File: config.mk
export PLATFORM = sky130hd
export DESIGN_NAME = pipeline_dmem_ctrl_flat
export DESIGN_NICKNAME = d
export VERILOG_FILES = /design/src/rtl/pipeline_dmem_ctrl_pkg.sv /design/src/rtl/pipeline_dmem_ctrl_if.sv /design/src/rtl/pipeline_dmem_ctrl_sat_counter.sv /design/src/rtl/pipeline_dmem_ctrl.sv /design/src/flat_wrapper.sv
export SDC_FILE = /design/constraint.sdc
export NUM_CORES = 1
export LEC_CHECK = 0
export CELL_PAD_IN_SITES_DETAIL_PLACEMENT = 1
export CELL_PAD_IN_SITES_GLOBAL_PLACEMENT = 2
export CORE_UTILIZATION = 23
export CTS_CLUSTER_SIZE = 14
export DETAILED_ROUTE_END_ITERATION = 8
export PLACE_DENSITY_LB_ADDON = 0.12
export SLEW_MARGIN = 20
export SYNTH_ARGS = -nofsm -noshare
export SYNTH_HDL_FRONTEND = slang
export SYNTH_SLANG_ARGS = --single-unit
File: constraint.sdc
create_clock -name clk -period 5.3 [get_ports clk]
set_input_delay 1.06 -clock clk [delete_from_list [all_inputs] [get_ports clk]]
set_output_delay 1.06 -clock clk [all_outputs]
set_load 0.05 [all_outputs]
File: src/rtl/pipeline_dmem_ctrl_pkg.sv
// Shared pipeline definitions for the M-stage data-memory controller.
package pipeline_dmem_ctrl_pkg;

    typedef enum logic [1:0] {
        IDLE = 2'd0,
        REQ  = 2'd1,
        WAIT = 2'd2,
        DONE = 2'd3
    } dmem_state_t;

    // Bubble instruction used by the pipeline registers (ADD x0,x0,x0).
    localparam logic [31:0] NOP_INSTR     = 32'h0000_0033;
    localparam logic [31:0] DMEM_ERR_DATA = 32'h0000_0000;

endpackage

File: src/rtl/pipeline_dmem_ctrl_if.sv
// Data-memory req/gnt/rvalid bus between the M-stage controller and memory.
interface pipeline_dmem_ctrl_if;

    logic        mem_req;
    logic        mem_we;
    logic [31:0] mem_addr;
    logic [31:0] mem_wdata;
    logic [3:0]  mem_be;
    logic        mem_gnt;
    logic        mem_rvalid;
    logic [31:0] mem_rdata;

    modport master (
        output mem_req, mem_we, mem_addr, mem_wdata, mem_be,
        input  mem_gnt, mem_rvalid, mem_rdata
    );

    modport slave (
        input  mem_req, mem_we, mem_addr, mem_wdata, mem_be,
        output mem_gnt, mem_rvalid, mem_rdata
    );

endinterface

File: src/rtl/pipeline_dmem_ctrl_sat_counter.sv
// Saturating up-counter with synchronous clear; clear has priority over inc.
module pipeline_dmem_ctrl_sat_counter #(
    parameter int W = 8
) (
    input  logic         clk,
    input  logic         n_rst,
    input  logic         inc,
    input  logic         clear,
    output logic [W-1:0] count
);

    always_ff @(posedge clk or negedge n_rst) begin
        if (!n_rst) begin
            count <= '0;
        end else if (clear) begin
            count <= '0;
        end else if (inc && (count != '1)) begin
            count <= count + W'(1);
        end
    end

endmodule

File: src/rtl/pipeline_dmem_ctrl.sv
// M-stage data-memory sequencer: stalls F..M and bubbles M/W while a
// variable-latency access is outstanding, with timeout and stall counting.
module pipeline_dmem_ctrl
    import pipeline_dmem_ctrl_pkg::*;
#(
    parameter int TIMEOUT = 16,
    parameter int CNT_W   = 32
) (
    input  logic                 clk,
    input  logic                 n_rst,
    input  logic                 MemReadM,
    input  logic                 MemWriteM,
    input  logic [31:0]          ALUResultM,
    input  logic [31:0]          WriteDataM,
    input  logic [3:0]           ByteEnM,
    pipeline_dmem_ctrl_if.master mem,
    output logic [31:0]          ReadData,
    output logic                 StallM,
    output logic                 FlushW,
    output logic                 BusErr,
    output logic [CNT_W-1:0]     StallCnt
);

    localparam int TW = $clog2(TIMEOUT + 1);

    dmem_state_t   state;
    logic          access;
    logic [31:0]   data_q;
    logic          bus_err_q;
    logic [TW-1:0] tmo_cnt;
    logic          tmo_hit;
    logic          tmo_inc;
    logic          tmo_clr;

    assign access = MemReadM | MemWriteM;

    // Bus fields follow the M-stage inputs directly; StallM keeps E/M frozen.
    assign mem.mem_we    = MemWriteM;
    assign mem.mem_addr  = ALUResultM & ~32'h0000_0003;
    assign mem.mem_wdata = WriteDataM;
    assign mem.mem_be    = ByteEnM;

    always_comb begin
        mem.mem_req = 1'b0;
        StallM      = 1'b0;
        FlushW      = 1'b0;
        case (state)
            IDLE: begin
                mem.mem_req = access;
                StallM      = access;
                FlushW      = access;
            end
            REQ: begin
                mem.mem_req = 1'b1;
                StallM      = 1'b1;
                FlushW      = 1'b1;
            end
            WAIT: begin
                StallM = 1'b1;
                FlushW = 1'b1;
            end
            default: begin
            end
        endcase
    end

    assign ReadData = (state == DONE) ? data_q : mem.mem_rdata;
    assign BusErr   = bus_err_q;

    // Timeout counter restarts whenever REQ or WAIT is freshly entered.
    assign tmo_inc = (state == REQ) || (state == WAIT);
    assign tmo_clr = ((state == IDLE) && access) || ((state == REQ) && mem.mem_gnt);
    assign tmo_hit = (tmo_cnt == TW'(TIMEOUT - 1));

    pipeline_dmem_ctrl_sat_counter #(.W(TW)) u_tmo_cnt (
        .clk   (clk),
        .n_rst (n_rst),
        .inc   (tmo_inc),
        .clear (tmo_clr),
        .count (tmo_cnt)
    );

    pipeline_dmem_ctrl_sat_counter #(.W(CNT_W)) u_stall_cnt (
        .clk   (clk),
        .n_rst (n_rst),
        .inc   (StallM),
        .clear (1'b0),
        .count (StallCnt)
    );

    // Handshake FSM; a real gnt/rvalid in the expiry cycle beats the timeout.
    always_ff @(posedge clk or negedge n_rst) begin
        if (!n_rst) begin
            state     <= IDLE;
            data_q    <= '0;
            bus_err_q <= 1'b0;
        end else begin
            bus_err_q <= 1'b0;
            case (state)
                IDLE: begin
                    if (access) begin
                        state <= mem.mem_gnt ? WAIT : REQ;
                    end
                end
                REQ: begin
                    if (mem.mem_gnt) begin
                        state <= WAIT;
                    end else if (tmo_hit) begin
                        state     <= DONE;
                        bus_err_q <= 1'b1;
                        data_q    <= DMEM_ERR_DATA;
                    end
                end
                WAIT: begin
                    if (mem.mem_rvalid) begin
                        state <= DONE;
                        if (!MemWriteM) begin
                            data_q <= mem.mem_rdata;
                        end
                    end else if (tmo_hit) begin
                        state     <= DONE;
                        bus_err_q <= 1'b1;
                        data_q    <= DMEM_ERR_DATA;
                    end
                end
                DONE: begin
                    state <= IDLE;
                end
                default: begin
                    state <= IDLE;
                end
            endcase
        end
    end

endmodule

File: src/flat_wrapper.sv
// flat-port wrapper written by rule: the top's interface ports become plain ports
module pipeline_dmem_ctrl_flat import pipeline_dmem_ctrl_pkg::*;
#(
    parameter int TIMEOUT = 16,
    parameter int CNT_W   = 32
)
  (clk, n_rst, MemReadM, MemWriteM, ALUResultM, WriteDataM, ByteEnM, ReadData, StallM, FlushW, BusErr, StallCnt, mem_mem_req, mem_mem_we, mem_mem_addr, mem_mem_wdata, mem_mem_be, mem_mem_gnt, mem_mem_rvalid, mem_mem_rdata);
  pipeline_dmem_ctrl_if mem_i ();
  input  logic clk;
  input  logic n_rst;
  input  logic MemReadM;
  input  logic MemWriteM;
  input  logic [31:0] ALUResultM;
  input  logic [31:0] WriteDataM;
  input  logic [3:0] ByteEnM;
  output logic [31:0] ReadData;
  output logic StallM;
  output logic FlushW;
  output logic BusErr;
  output logic [CNT_W-1:0] StallCnt;
  output wire logic [$bits(mem_i.mem_req)-1:0] mem_mem_req;
  output wire logic [$bits(mem_i.mem_we)-1:0] mem_mem_we;
  output wire logic [$bits(mem_i.mem_addr)-1:0] mem_mem_addr;
  output wire logic [$bits(mem_i.mem_wdata)-1:0] mem_mem_wdata;
  output wire logic [$bits(mem_i.mem_be)-1:0] mem_mem_be;
  input wire logic [$bits(mem_i.mem_gnt)-1:0] mem_mem_gnt;
  input wire logic [$bits(mem_i.mem_rvalid)-1:0] mem_mem_rvalid;
  input wire logic [$bits(mem_i.mem_rdata)-1:0] mem_mem_rdata;
  assign mem_mem_req = mem_i.mem_req;
  assign mem_mem_we = mem_i.mem_we;
  assign mem_mem_addr = mem_i.mem_addr;
  assign mem_mem_wdata = mem_i.mem_wdata;
  assign mem_mem_be = mem_i.mem_be;
  assign mem_i.mem_gnt = mem_mem_gnt;
  assign mem_i.mem_rvalid = mem_mem_rvalid;
  assign mem_i.mem_rdata = mem_mem_rdata;
  pipeline_dmem_ctrl #(.TIMEOUT(TIMEOUT), .CNT_W(CNT_W)) u_core (.clk(clk), .n_rst(n_rst), .MemReadM(MemReadM), .MemWriteM(MemWriteM), .ALUResultM(ALUResultM), .WriteDataM(WriteDataM), .ByteEnM(ByteEnM), .mem(mem_i), .ReadData(ReadData), .StallM(StallM), .FlushW(FlushW), .BusErr(BusErr), .StallCnt(StallCnt));
endmodule
==> results_dict.tcl, run 1 <==
set metrics [dict create \
    clkTransAtPathRegs_ps 60 \
    synth_top_area_share_pct 44.1 \
    synth_ff_type "dfrtp_1" \
    seq_area_frac_synth_pct 44.1 \
    synthesis.area_um2 4080 \
    rsz0062_at_grt "false" \
    via_per_inst 4.56 \
    synth_cell_type_count 39 \
    clock-sinks 72 \
    cp-end-kind "primary output" \
    fp.coreArea_um2 17300 \
    drtIter0Drc 62 \
    critPathRequiredTime_ps 4240 \
    port_buffers 106 \
    fp.dieH_um 135 \
    p_leak_uw 0.00213 \
    netlist_instances 384 \
    path_class "in2out" \
    drt-wirelength-per-cell_um 16.5 \
    syn_to_final_growth_pct 27.1 \
    gp_congestion 0.685 \
    postSynthAreaPerCell_um2 10.6 \
    nFillCells 1917 \
    grt_usage_pct 12.7 \
    wirelength_um 10700 \
    synth_top_area_cell "dfrtp_1" \
    worstSkewPairLatency_ps 340 \
    hold_viol 0 \
    async_reset_ff_share_pct 100 \
    critPathArrivalTime_ps 2990 \
    cap_violations 0 \
    grt_max_degree 73 \
    ir_worst_vdd_mv 0.260 \
    synth_edf_count 0 \
    status "finished clean" \
    seqPwrFrac_pct 29.8 \
    dp_hpwl_um 7150 \
    yosysMostFrequentCell "dfrtp_1" \
    worstMarginPinSlew_ps 922 \
    fin_crit_sh_pct 76.3 \
    crit_path_start_kind "primary input" \
    ios 243 \
    power.share.combinational_pct 46.4 \
    post_cts_resized 0 \
    clockPowerShare_pct 23.8 \
    tns_ps 0 \
    detailedPlace.worstSlack_ps 1210 \
    grt_pass1_vias 3221 \
    htree_levels 3 \
    finalSetupViolCount 0 \
    hold_slack_ps 488 \
    n_antenna_cell 0 \
    cellPowerDensity_nw_per_um2 534 \
    drive_gt1_share_pct 13.4 \
    hold_buffers 0 \
    fmax_ghz 0.247 \
    post_cts_buffers 0 \
    min_path_type "reg2reg" \
    dieArea_um2 18300 \
    power.internal_uw 1640 \
    gr-total-overflow 0 \
    die_x_um 135 \
    cp_max_fo 5 \
    drv_slew 0 \
    sw_frac_of_total_pct 40.8 \
    rows 48 \
    dp.cells 635 \
    power_switching_uw 1130 \
    ys_top_cells_by_area "dfrtp_1 (44%), buf_4 (13%), mux2_2 (9.1%), a22o_1 (6.9%), xnor2_1 (5.6%)" \
    start_util_pct 23.6 \
    cts_root_buf "clkbuf_16" \
    fin_ws_ps 1250 \
    vias 2967 \
    ys_seq_elements 72 \
    dr.pass1.iters 4 \
    slew_headroom_pct 38.5 \
    drc 0 \
    antenna_found_initial 0 \
    yosys-top-cells-count "dfrtp_1 (72), buf_4 (70), mux2_2 (33)" \
    post-route-min-period_ps 4050 \
    antenna_left 0 \
    finalNonFillerCells 651 \
    fin_nets 536 \
    cts_buffer_depth 2 \
    grt_pass1_wl_um 17700 \
    skew_ps 6.81 \
    cts_tree "built" \
    cts_buffers 9 \
    yosys_warnings 0 \
]
-- logic make-up after synthesis --
group,count (synthesis),synth area share (%)
compound gates,52,10.1
xor+xnor,29,6.22
fa+ha+maj,9,2.76
buf+inv,96,15.4
flops,72,44.1
mux,36,9.87
other cells,1,0.0919
simple gates,89,11.4
-- cell type report --
class,instances,area (µm²),area share (%)
Tap cell,225,282,5.42
Sequential cell,72,1800,34.7
Inverter,13,48.8,0.940
Clock buffer,10,229,4.41
Timing Repair Buffer,108,1080,20.8
Clock inverter,6,83.8,1.62
Multi-Input combinational cell,217,1670,32.1
-- layer usage --
metal  GRT usage (%)  wire length [µm]  up-vias
li1                -                 -     1354
met1            16.4              5260     1491
met2            19.5              4730      101
met3            3.52               575       21
met4            5.68               181        0
met5               0                 0        -
-- sequential cells by signal, indices dropped and copies added (netlist names) --
name / cells
u_core.BusErr: 1
u_core.data_q: 32
u_core.state: 2
u_core.u_stall_cnt.count: 32
u_core.u_tmo_cnt.count: 5
-- power groups by stage --
stage          sequential (µW)  combinational [µW]  clock (µW)
2_1_floorplan              894                 985           0
3_3_place_gp               829                1290           0
3_5_place_dp               834                1310           0
4_1_cts                    826                1310         687
5_1_grt                    855                1390         711
6_report                   827                1290         660
-- path summary, 6_finish.rpt --
| path | to | slack [ps] | cells past startpoint | startpoint |
|---|---|---|---|---|
| max in group asynchronous | u_core.data_q[11] | 4050 | 1 | n_rst |
| min in group asynchronous | u_core.data_q[6] | 760 | 1 | n_rst |
| setup reg to reg | u_core.u_stall_cnt.count[31] | 2670 | 5 | u_core.state[0] |
| setup / recovery | FlushW | 1250 | 5 | MemWriteM |
| hold reg to reg | u_core.u_stall_cnt.count[7] | 490 | 1 | u_core.u_stall_cnt.count[7] |
| hold / removal | u_core.u_stall_cnt.count[7] | 490 | 1 | u_core.u_stall_cnt.count[7] |
-- worst max-delay path, stage by stage --
cell and delay (ps):
clkdlybuf4s50_1 600, o21ai_1 180, a21o_1 240, inv_1 90, clkdlybuf4s50_1 810
-- placed cells by master, fill, tap and decap left out, drive strengths merged, types with 3 or more instances in the layout --
master,n
a21oi,5
a22o,32
a31oi,3
and3,5
buf,3
clkbuf,10
clkdlybuf4s50,105
clkinv,4
dfrtp,72
ha,9
inv,13
mux2,34
nand2,19
nand3,15
nand4,15
nor2,21
nor3,4
nor4,3
xnor2,26
xor2,3
-- through the flow --
stage / cell area, µm² / total power (µW) / utilization [%]
after floorplan: 4090 / 1880 / -
after global placement: 4870 / 2120 / 28.2
after detailed placement: 4870 / 2140 / 28.2
after CTS: 5190 / 2830 / 30.0
after global routing: 5190 / 2950 / 30.0
final: 5190 / 2770 / 30.0
Note: power is estimated with default switching activity, not from simulation.
==> run 2, diff against run 1 <==
CORE_UTILIZATION = 19   (was 23)
clock period = 3.4 ns   (was 5.3 ns; I/O delays follow)
==> run 2 against run 1 <==
  * Count of clock-buffer cells in the layout stayed put
  * Critical path type is now reg2out
  * Routed wire length is 7.2% higher
  * Via count is 0.30% higher
  * Sequential power is 56% higher
  * Clock skew hardly changed
  * Critical endpoint is now ReadData[25]
  * Clock power is 59% higher
  * Die area is 21% higher
  * Sequential share of layout area is 0.81 points lower
  * Power is 60% higher
  * Setup slack worse by 960 ps
  * Critical path depth is 1 lower
  * Highest routed layer unchanged
  * Register-to-register slack worse by 1700 ps
==> results_dict.tcl, run 2 (same netlist as run 1, synthesis figures left out) <==
set metrics [dict create \
    tns_ps 0 \
    multiInputGateArea_um2 1660 \
    cellPowerDensity_nw_per_um2 837 \
    clkTransAtPathRegs_ps 60 \
    fin_crit_sh_pct 91.4 \
    crit_path_start_kind "register" \
    grt_usage_pct 10.9 \
    cts_tree "built" \
    cp-endpoint "ReadData[25]" \
    post-route-min-period_ps 3110 \
    gp_congestion 0.683 \
    cp-end-kind "primary output" \
    fp.coreArea_um2 21000 \
    final_common_cell "clkdlybuf4s50_1" \
    drc 0 \
    ios 243 \
    grt_pass1_vias 3225 \
    cts_buffer_depth 2 \
    worstMarginPinSlew_ps 720 \
    dr.pass1.iters 4 \
    slew_headroom_pct 52.0 \
    timing.rr.start "u_core.u_stall_cnt.count[0]" \
    fmax_ghz 0.322 \
    detailedPlace.worstSlack_ps 456 \
    via_per_inst 4.22 \
    drtIter0Drc 87 \
    fin_ws_ps 294 \
    wirelength_um 11500 \
    nFillCells 2358 \
    dp_hpwl_um 7650 \
    start_util_pct 19.4 \
    cts_buffers 9 \
    hold_buffers 0 \
    drive_gt1_share_pct 14.7 \
    cp_max_fo 32 \
    n_antenna_cell 0 \
    regArea_um2 1800 \
    finalSetupViolCount 0 \
    hold_viol 0 \
    post_cts_resized 0 \
    drt-wirelength-per-cell_um 16.3 \
    syn_to_final_growth_pct 30.2 \
    die_x_um 149 \
    min_path_type "in2async" \
    gr-total-overflow 0 \
    antenna_found_initial 0 \
    vias 2976 \
    rows 53 \
    fin_nets 540 \
    critPathRequiredTime_ps 2720 \
    status "finished clean" \
    grt_pass1_wl_um 18300 \
    clock-sinks 72 \
    cap_violations 0 \
    fp.dieH_um 149 \
    startpoint "u_core.state[1]" \
    rrSetupSlack_ps 950 \
    cts_root_buf "clkbuf_16" \
    post_cts_buffers 0 \
    dieArea_um2 22100 \
    reg2regPathDepth 6 \
    antenna_left 0 \
    mostFrequentLayoutCells "clkdlybuf4s50_1 (102), dfrtp_1 (72), mux2_2 (33)" \
    reg.largest.list "u_core.data_q x32, u_core.u_stall_cnt.count x32, u_core.u_tmo_cnt.count x5" \
    worstSkewPairLatency_ps 340 \
    rsz0062_at_grt "false" \
    port_buffers 106 \
    r2r-end "u_core.u_stall_cnt.count[29]" \
    skew_ps 7.11 \
    htree_levels 3 \
    path_class "reg2out" \
    p_leak_uw 0.00217 \
    drv_slew 0 \
    ir_worst_vdd_mv 0.407 \
    grt_max_degree 73 \
    critPathArrivalTime_ps 2430 \
]
[run 2: power breakdown]
group	internal (µW)	switching (µW)
sequential	1120	174
combinational	873	1240
clock	659	388
[run 2: worst min-delay path by stage]
stage | startpoint | end | slack, ps | depth (start not counted)
2_1_floorplan | n_rst | u_core.BusErr | 380 | 0
3_3_place_gp | u_core.data_q[29] | u_core.data_q[29] | 480 | 1
3_5_place_dp | u_core.data_q[20] | u_core.data_q[20] | 490 | 1
4_1_cts | u_core.data_q[20] | u_core.data_q[20] | 510 | 1
5_1_grt | n_rst | u_core.data_q[4] | 430 | 1
6_report | n_rst | u_core.data_q[5] | 370 | 1
[run 2: through the flow]
step	cell area (µm²)	std cells	power [µW]	utilization [%]	hold WS [ps]
3_5_place_dp	4990	689	3440	23.7	487
6_report	5310	705	4450	25.3	373
4_1_cts	5310	705	4550	25.3	507
2_1_floorplan	4090	385	2930	-	384
5_1_grt	5310	705	4740	25.3	432
3_3_place_gp	4990	689	3420	23.7	482
[run 2: layout make-up]
cell class | count | area share, %
sequential | 72 | 33.9
multi-input combinational | 217 | 31.2
timing repair buffer | 112 | 21.4
tap | 275 | 6.48
clock buffer | 10 | 4.50
clock inverter | 6 | 1.55
inverter | 13 | 0.918
[run 2: layer usage]
| metal | part of all wire (%) | wire length [µm] | GRT usage, % |
|---|---|---|---|
| met5 | 0 | 0 | 0 |
| met4 | 1.1 | 126 | 2.99 |
| met3 | 6.6 | 762 | 4.02 |
| met2 | 44 | 5090 | 16.5 |
| met1 | 48 | 5550 | 14.4 |
[run 2: worst max-delay path, stage by stage, from the launching register on]
cell,delay [ps]
dfrtp_1,410
ha_1,290
buf_12,260
mux2_2,360
clkdlybuf4s50_1,740
==> run 3, diff against run 2 <==
--- a/config.mk
+++ b/config.mk
@@ -9,3 +9,3 @@
 export CELL_PAD_IN_SITES_GLOBAL_PLACEMENT = 2
-export CORE_UTILIZATION = 19
+export CORE_UTILIZATION = 23
 export CTS_CLUSTER_SIZE = 14
==> constraint.sdc (replaced) <==
create_clock -name clk -period 4 [get_ports clk]
set_input_delay 0.8 -clock clk [delete_from_list [all_inputs] [get_ports clk]]
set_output_delay 0.8 -clock clk [all_outputs]
set_load 0.1 [all_outputs]
==> run 3 against run 2 <==
  * Sequential share of layout area up 1.6 points
  * Final area fell by 4.4%
  * Utilization rose by 4.1 points
  * Count of clock-buffer cells in the layout stayed put
  * Sequential cell count unchanged
  * Clock power down 23%
  * Critical path depth decreased by 1
  * Cell count fell by 7.5%
==> results_dict.tcl, run 3 (same netlist as run 1, synthesis figures left out) <==
set metrics [dict create \
    status "finished clean" \
    wl_met3_um 716 \
    fp.coreArea_um2 17300 \
    ir_worst_vdd_mv 0.539 \
    cp-end-kind "primary output" \
    worstSkewPairLatency_ps 340 \
    vias 2946 \
    dp_hpwl_um 7060 \
    power_switching_uw 2070 \
    gr-total-overflow 0 \
    cellPowerDensity_nw_per_um2 814 \
    wirelength_um 10700 \
    critPathRequiredTime_ps 3200 \
    crit_path_start_kind "register" \
    post_cts_resized 0 \
    grt_pass1_wl_um 17500 \
    gp_congestion 0.685 \
    path_class "reg2out" \
    port_buffers 106 \
    dr.pass1.iters 4 \
    power.share.combinational_pct 54.0 \
    sw_frac_of_total_pct 50.0 \
    cts_buffers 9 \
    cts_tree "built" \
    mostFrequentLayoutCells "dfrtp_1 (72), clkdlybuf4s50_1 (69), buf_4 (39)" \
    worstMarginPinSlew_ps 1030 \
    final_util_pct 29.4 \
    fmax_ghz 0.326 \
    min_path_type "in2async" \
    fin_crit_sh_pct 76.7 \
    tns_ps 0 \
    n_antenna_cell 0 \
    dieArea_um2 18300 \
    drc 0 \
    grt_max_degree 73 \
    drv_slew 0 \
    cts_buffer_depth 2 \
    clock-sinks 72 \
    clockPowerShare_pct 19.5 \
    rsz0062_at_grt "false" \
    finalNonFillerCells 652 \
    hold_viol 0 \
    grt_pass1_vias 3191 \
    cts_root_buf "clkbuf_16" \
    critPathArrivalTime_ps 2270 \
    antenna_found_initial 0 \
    clkTransAtPathRegs_ps 60 \
    die_x_um 135 \
    nFillCells 1927 \
    cp_max_fo 34 \
    drtIter0Drc 97 \
    drive_gt1_share_pct 21.8 \
    top_layer "met4" \
    syn_to_final_growth_pct 24.4 \
    via_per_inst 4.52 \
    fp.dieH_um 135 \
    p_leak_uw 0.00215 \
    drt-wirelength-per-cell_um 16.5 \
    ios 243 \
    seqPwrFrac_pct 26.5 \
    fin_ws_ps 931 \
    slew_headroom_pct 31.3 \
    detailedPlace.worstSlack_ps 952 \
    wl_met2_um 4840 \
    grt_usage_pct 12.4 \
    fin_nets 537 \
    dp.cells 636 \
    final_common_cell "dfrtp_1" \
    post_cts_buffers 0 \
    cap_violations 0 \
    hold_buffers 0 \
    power.internal_uw 2070 \
    post-route-min-period_ps 3070 \
    rows 48 \
    start_util_pct 23.6 \
    htree_levels 3 \
    skew_ps 5.99 \
    antenna_left 0 \
    wirelength_met1_um 5030 \
    reg.largest.list "u_core.data_q x32, u_core.u_stall_cnt.count x32, u_core.u_tmo_cnt.count x5" \
    finalSetupViolCount 0 \
]
-- run 3: area by class of cell --
cell class	count	area, µm²	share of cell area, %
repair buffers	109	995	19.6
clock inverters	6	60.1	1.18
well taps	225	282	5.54
multi-input cells	217	1660	32.7
clock buffers	10	229	4.51
flip-flops and latches	72	1800	35.5
inverters	13	48.8	0.961
-- run 3: path summary, 6_finish.rpt --
kind,cells after the start,endpoint,start,slack (ps)
worst max-delay path,3,ReadData[14],u_core.state[1],930
worst min-delay path,1,u_core.data_q[5],n_rst,450
worst max register to register,6,u_core.u_stall_cnt.count[27],u_core.u_stall_cnt.count[0],1620
worst min register to register,1,u_core.u_stall_cnt.count[16],u_core.u_stall_cnt.count[16],500
max in group asynchronous,1,u_core.u_tmo_cnt.count[4],n_rst,2990
min in group clk,1,u_core.u_stall_cnt.count[16],u_core.u_stall_cnt.count[16],500
-- run 3: power by group through the flow --
stage                     Clock [µW]  Sequential [µW]  Combinational (µW)
final                            806             1100                2230
after global routing             874             1130                2370
after CTS                        852             1100                2260
after detailed placement           0             1110                2250
after global placement             0             1100                2250
after floorplan                    0             1310                1900
-- run 3: routing by layer --
layer	vias up	track usage, %
li1	1346	-
met1	1480	16.0
met2	102	19.0
met3	18	4.30
met4	0	4.56
met5	-	0
-- run 3: critical path: stages, from the launching register on --
cell     delay [ps]
dfrtp_1         410
ha_2            820
mux2_2          430
buf_4           240
-- run 3: through the flow --
stage                     instance area, µm²  hold slack, ps  power, µW
after global placement                  4790             482       3350
final                                   5080             455       4130
after detailed placement                4790             486       3360
after CTS                               5070             505       4210
after floorplan                         4090             467       3200
after global routing                    5080             510       4370
